File: config.mk
export PLATFORM = sky130hd
export DESIGN_NAME = ram_loader_flat
export DESIGN_NICKNAME = d
export VERILOG_FILES = /design/src/rtl/ram_loader_if.sv /design/src/rtl/ram_loader.sv /design/src/flat_wrapper.sv
export SDC_FILE = /design/constraint.sdc
export NUM_CORES = 1
export LEC_CHECK = 0
export CELL_PAD_IN_SITES_DETAIL_PLACEMENT = 1
export CELL_PAD_IN_SITES_GLOBAL_PLACEMENT = 1
export CORE_MARGIN = 5
export CORE_UTILIZATION = 25
export DETAILED_ROUTE_END_ITERATION = 8
export PLACE_DENSITY = 0.8
export SETUP_SLACK_MARGIN = 0.5
export SYNTH_ARGS = -nofsm -noshare
export SYNTH_HDL_FRONTEND = slang
export SYNTH_SLANG_ARGS = --single-unit
File: constraint.sdc
create_clock -name clk -period 3.3 [get_ports clk]
set_input_delay 0.99 -clock clk [delete_from_list [all_inputs] [get_ports clk]]
set_output_delay 0.99 -clock clk [all_outputs]
set_load 0.005 [all_outputs]
File: src/rtl/ram_loader_if.sv
// Control, stream and RAM-port bundle for the ram_loader bulk-transfer engine.
// The loader is the slave: it takes commands and streams, and drives the RAM port.
interface ram_loader_if #(
  parameter int ADDR_W = 4,
  parameter int DATA_W = 8
);
  logic              start_load;
  logic              start_dump;
  logic              abort;
  logic [DATA_W-1:0] in_data;
  logic              in_valid;
  logic              in_ready;
  logic [DATA_W-1:0] out_data;
  logic              out_valid;
  logic              out_ready;
  logic              ram_en;
  logic              ram_we;
  logic [ADDR_W-1:0] ram_addr;
  logic [DATA_W-1:0] ram_din;
  logic [DATA_W-1:0] ram_dout;
  logic              busy;
  logic              cpu_hold;
  logic              done;

  modport master (
    output start_load, start_dump, abort, in_data, in_valid, out_ready, ram_dout,
    input  in_ready, out_data, out_valid, ram_en, ram_we, ram_addr, ram_din,
           busy, cpu_hold, done
  );

  modport slave (
    input  start_load, start_dump, abort, in_data, in_valid, out_ready, ram_dout,
    output in_ready, out_data, out_valid, ram_en, ram_we, ram_addr, ram_din,
           busy, cpu_hold, done
  );
endinterface

File: src/rtl/ram_loader.sv
// Loads a byte stream into the 16x8 data RAM or dumps the RAM out as a stream,
// holding the CPU while it owns the RAM port.
module ram_loader #(
  parameter int DEPTH  = 16,
  parameter int ADDR_W = 4,
  parameter int DATA_W = 8
) (
  input  logic        clk,
  input  logic        areset,
  ram_loader_if.slave bus
);
  typedef enum logic [1:0] {IDLE, LOAD, DUMP_RD, DUMP_OUT} state_t;

  localparam logic [ADDR_W-1:0] LAST = ADDR_W'(DEPTH - 1);

  state_t            state;
  logic [ADDR_W-1:0] ptr;
  logic              done_q;

  always_ff @(posedge clk or posedge areset) begin
    if (areset) begin
      state  <= IDLE;
      ptr    <= '0;
      done_q <= 1'b0;
    end else begin
      done_q <= 1'b0;
      if (state != IDLE && bus.abort) begin
        state <= IDLE;
        ptr   <= '0;
      end else begin
        case (state)
          IDLE: if (!bus.abort) begin
            if (bus.start_load) begin
              state <= LOAD;
              ptr   <= '0;
            end else if (bus.start_dump) begin
              state <= DUMP_RD;
              ptr   <= '0;
            end
          end
          LOAD: if (bus.in_valid) begin
            if (ptr == LAST) begin
              state  <= IDLE;
              ptr    <= '0;
              done_q <= 1'b1;
            end else begin
              ptr <= ptr + 1'b1;
            end
          end
          DUMP_RD: state <= DUMP_OUT;
          DUMP_OUT: if (bus.out_ready) begin
            if (ptr == LAST) begin
              state  <= IDLE;
              ptr    <= '0;
              done_q <= 1'b1;
            end else begin
              ptr   <= ptr + 1'b1;
              state <= DUMP_RD;
            end
          end
          default: state <= IDLE;
        endcase
      end
    end
  end

  // Handshakes and RAM strobes are combinational so a load runs at one word per cycle;
  // abort kills whatever transfer would have happened this cycle.
  assign bus.in_ready  = (state == LOAD) && !bus.abort;
  assign bus.ram_we    = (state == LOAD) && bus.in_valid && !bus.abort;
  assign bus.ram_en    = !bus.abort && (((state == LOAD) && bus.in_valid) || (state == DUMP_RD));
  assign bus.ram_addr  = (state == IDLE) ? '0 : ptr;
  assign bus.ram_din   = (state == LOAD) ? bus.in_data : '0;
  assign bus.out_valid = (state == DUMP_OUT) && !bus.abort;
  // ram_en is low in DUMP_OUT, so the RAM keeps dout stable through consumer stalls.
  assign bus.out_data  = (state == DUMP_OUT) ? bus.ram_dout : '0;
  assign bus.busy      = (state != IDLE);
  assign bus.cpu_hold  = (state != IDLE);
  assign bus.done      = done_q;
endmodule

File: src/flat_wrapper.sv
// flat-port wrapper written by rule: the top's interface ports become plain ports
module ram_loader_flat 
#(
  parameter int DEPTH  = 16,
  parameter int ADDR_W = 4,
  parameter int DATA_W = 8
)
  (clk, areset, bus_start_load, bus_start_dump, bus_abort, bus_in_data, bus_in_valid, bus_out_ready, bus_ram_dout, bus_in_ready, bus_out_data, bus_out_valid, bus_ram_en, bus_ram_we, bus_ram_addr, bus_ram_din, bus_busy, bus_cpu_hold, bus_done);
  ram_loader_if #(.ADDR_W(ADDR_W), .DATA_W(DATA_W)) bus_i ();
  input  logic clk;
  input  logic areset;
  input wire logic [$bits(bus_i.start_load)-1:0] bus_start_load;
  input wire logic [$bits(bus_i.start_dump)-1:0] bus_start_dump;
  input wire logic [$bits(bus_i.abort)-1:0] bus_abort;
  input wire logic [$bits(bus_i.in_data)-1:0] bus_in_data;
  input wire logic [$bits(bus_i.in_valid)-1:0] bus_in_valid;
  input wire logic [$bits(bus_i.out_ready)-1:0] bus_out_ready;
  input wire logic [$bits(bus_i.ram_dout)-1:0] bus_ram_dout;
  output wire logic [$bits(bus_i.in_ready)-1:0] bus_in_ready;
  output wire logic [$bits(bus_i.out_data)-1:0] bus_out_data;
  output wire logic [$bits(bus_i.out_valid)-1:0] bus_out_valid;
  output wire logic [$bits(bus_i.ram_en)-1:0] bus_ram_en;
  output wire logic [$bits(bus_i.ram_we)-1:0] bus_ram_we;
  output wire logic [$bits(bus_i.ram_addr)-1:0] bus_ram_addr;
  output wire logic [$bits(bus_i.ram_din)-1:0] bus_ram_din;
  output wire logic [$bits(bus_i.busy)-1:0] bus_busy;
  output wire logic [$bits(bus_i.cpu_hold)-1:0] bus_cpu_hold;
  output wire logic [$bits(bus_i.done)-1:0] bus_done;
  assign bus_i.start_load = bus_start_load;
  assign bus_i.start_dump = bus_start_dump;
  assign bus_i.abort = bus_abort;
  assign bus_i.in_data = bus_in_data;
  assign bus_i.in_valid = bus_in_valid;
  assign bus_i.out_ready = bus_out_ready;
  assign bus_i.ram_dout = bus_ram_dout;
  assign bus_in_ready = bus_i.in_ready;
  assign bus_out_data = bus_i.out_data;
  assign bus_out_valid = bus_i.out_valid;
  assign bus_ram_en = bus_i.ram_en;
  assign bus_ram_we = bus_i.ram_we;
  assign bus_ram_addr = bus_i.ram_addr;
  assign bus_ram_din = bus_i.ram_din;
  assign bus_busy = bus_i.busy;
  assign bus_cpu_hold = bus_i.cpu_hold;
  assign bus_done = bus_i.done;
  ram_loader #(.DEPTH(DEPTH), .ADDR_W(ADDR_W), .DATA_W(DATA_W)) u_core (.clk(clk), .areset(areset), .bus(bus_i));
endmodule
==> results.toml <==
[synth]
synth_fp_nets = 109
synth_common_cells = "and2_1 (17), dfrtp_1 (7), ha_1 (6), inv_1 (6), nor2b_1 (5)"
synth_edf_count = 0
synth_cell_type_count = 28
yosys.area.top_type = "dfrtp_1"
synthFlopType = "dfrtp_1"
synth_most_common_cell = "and2_1"
mappedNetlistArea_um2 = 699
yosysSeqAreaShare_pct = 25.0
async_reset_ff_share_pct = 100
synthTopCellsByArea = "dfrtp_1 (25%), and2_1 (15%), ha_1 (11%), mux2_2 (4.8%), nor2b_1 (4.5%)"
ys_warn_count = 0
syn_avg_cell_area_um2 = 8.74
ys_seq_elements = 7
synth_top_area_share_pct = 25.0
synth_cells = 80

[clocking]
cts_tree = "yes"
clk_path_buf_depth = 2
clkTransAtPathRegs_ns = 0.05
clock_sinks = 7
postCtsSetupBuffers = 0
clock-root-buffer = "clkbuf_4"
cts_hold_buffers = 0
cts_max_level = 1
clkLatencyLatePin_ns = 0.25
cts_made_buffers = 3

[detailed_routing]
initialDrtViolationCount = 15
wl_um = 2330
dr.pass1.iters = 4
ant_nets = 0
vias = 777
avgViaCountPerCell = 4.74
wl_per_cell_um = 14.2
drc = 0

[cells_and_area]
diodes = 0
drive_above_1_share_pct = 15.0
utilization_pct = 46.8
design_area_um2 = 1270
syn_to_final_growth_pct = 81.2
nNetsFinal = 163

[critical_path]
critPathTopFamily = "buffers and inverters"
crit_buf_inv = 2
arrival_ns = 1.78
r2r_start = "u_core.state[1]"
cp-end-kind = "output pin"
crit_fanout = 1
max_stage_delay_ns = 0.39
cp_slowest_cell = "clkdlybuf4s50_1"
path_cells = "clkdlybuf4s50_1 > and2_1 > dlygate4sd2_1"
start_kind = "primary input"
cp-startpoint = "bus_in_data[0]"
crit_type = "primary input to output pin"
critical_path_required_ns = 2.31

[die]
rows = 19
die_area_um2 = 3960
core_area_um2 = 2710
die_h_um = 62.9
fp.dieW_um = 62.9
ios = 50
initial_core_util_pct = 25.8

[flow_run]
max_cap_violations = 0

[sta]
fin_ws_ns = 0.529
slew_violations = 0
hold_viol = 0
max_freq_mhz = 361
worst_pin_slew_ns = 0.385
rsz0062_at_grt = "true"
slew_headroom_pct = 74.3
min_period_ns = 2.77
fin_tns_setup_ns = 0
period_share_pct = 84.0
setup_violations = 0
skew_ns = 0.00143

[grt]
antenna_found_initial = 0
grt_pass1_vias = 808
grt.total_usage_pct = 11.6
grt_start_max_net_pins = 14
grt_pass1_wl_um = 3800
grt_overflow = 0

[pwr]
p_leak_nw = 0.599
ir_worst_vdd_v = 0.000415
power_w = 0.000700
power.density_nw_per_um2 = 552

[place]
port_buffers = 49
gp_congestion = 0.830
pre_cts_slack_ns = -0.0495
postPlaceCellArea_um2 = 1240
place_hpwl_um = 2010

[worst_hold_path]
hold_class = "flip-flop to flip-flop"
min-delay-start = "u_core.ptr[3]"

[status]
outcome = "finished clean"
-- metal layers --
metal	wire [um]	track usage, %	part of all wire (%)	vias up
met5	0	0	0	-
met4	30	4.77	1.3	0
met3	167	2.70	7.2	4
met2	1010	19.0	43	43
met1	1120	14.5	48	351
li1	-	-	-	379
-- logic make-up after synthesis --
kind of cell    synth area share (%)
compound gates                  13.2
fa+ha+maj                       10.7
buf+inv                         5.37
flops                           25.0
mux                             7.69
simple gates                    37.9
-- metrics by stage --
stage                     hold WS (ns)  cells
after floorplan                  0.482     80
after global placement           0.522    160
after detailed placement         0.539    160
after CTS                        0.545    164
after global routing             0.575    164
final                            0.537    164
-- where the power goes --
group / switching, W / internal (W) / total, W
Combinational: 0.000222 / 0.000267 / 0.000488
Clock: 0.0000294 / 0.0000460 / 0.0000754
Sequential: 0.0000267 / 0.000109 / 0.000136
-- cell usage in the layout, fill, tap and decap left out, types with 3 or more instances in the layout --
master / count
clkdlybuf4s50_1: 27
and2_1: 16
dlygate4sd2_1: 10
clkdlybuf4s15_1: 9
inv_1: 6
nor2b_1: 5
dfrtp_1: 5
nor2_1: 4
ha_1: 4
mux2_2: 3
nand2b_1: 3
nor3_1: 3
o41ai_1: 3
clkbuf_4: 3
buf_4: 3
-- sequential cells by signal, summed over array words and instances (netlist names) --
register         cells
u_core.bus.done      1
u_core.ptr           4
u_core.state         2
-- final timing paths --
check | endpoint | slack, ns | depth (start not counted)
max in group asynchronous | u_core.state[0] | 2.11 | 2
max reg2reg | u_core.ptr[3] | 1.14 | 7
min | u_core.ptr[3] | 0.54 | 1
min reg2reg | u_core.ptr[3] | 0.54 | 1
max | bus_ram_din[0] | 0.53 | 3
min in group asynchronous | u_core.ptr[3] | 0.97 | 2
-- repair_timing --
action                                  in CTS  in global routing
resized for setup                           30                 13
pin swaps                                    1                  0
endpoints found under the setup margin      21                 12
-- area by class of cell --
| type | count | area [um^2] |
|---|---|---|
| clock buffer | 4 | 26.3 |
| fill | 322 | 1440 |
| inverter | 6 | 22.5 |
| multi-input combinational | 64 | 504 |
| sequential | 7 | 178 |
| tap | 31 | 38.8 |
| timing repair buffer | 52 | 498 |
-- worst register-to-register path, stage by stage, from the launching register on --
cell and delay [ns]:
dfrtp_2 0.40, inv_1 0.12, ha_4 0.21, nor2b_4 0.13, buf_4 0.13, a22o_4 0.27
or3_4 0.42, o41ai_1 0.36
(Power assumes the default switching activity.)
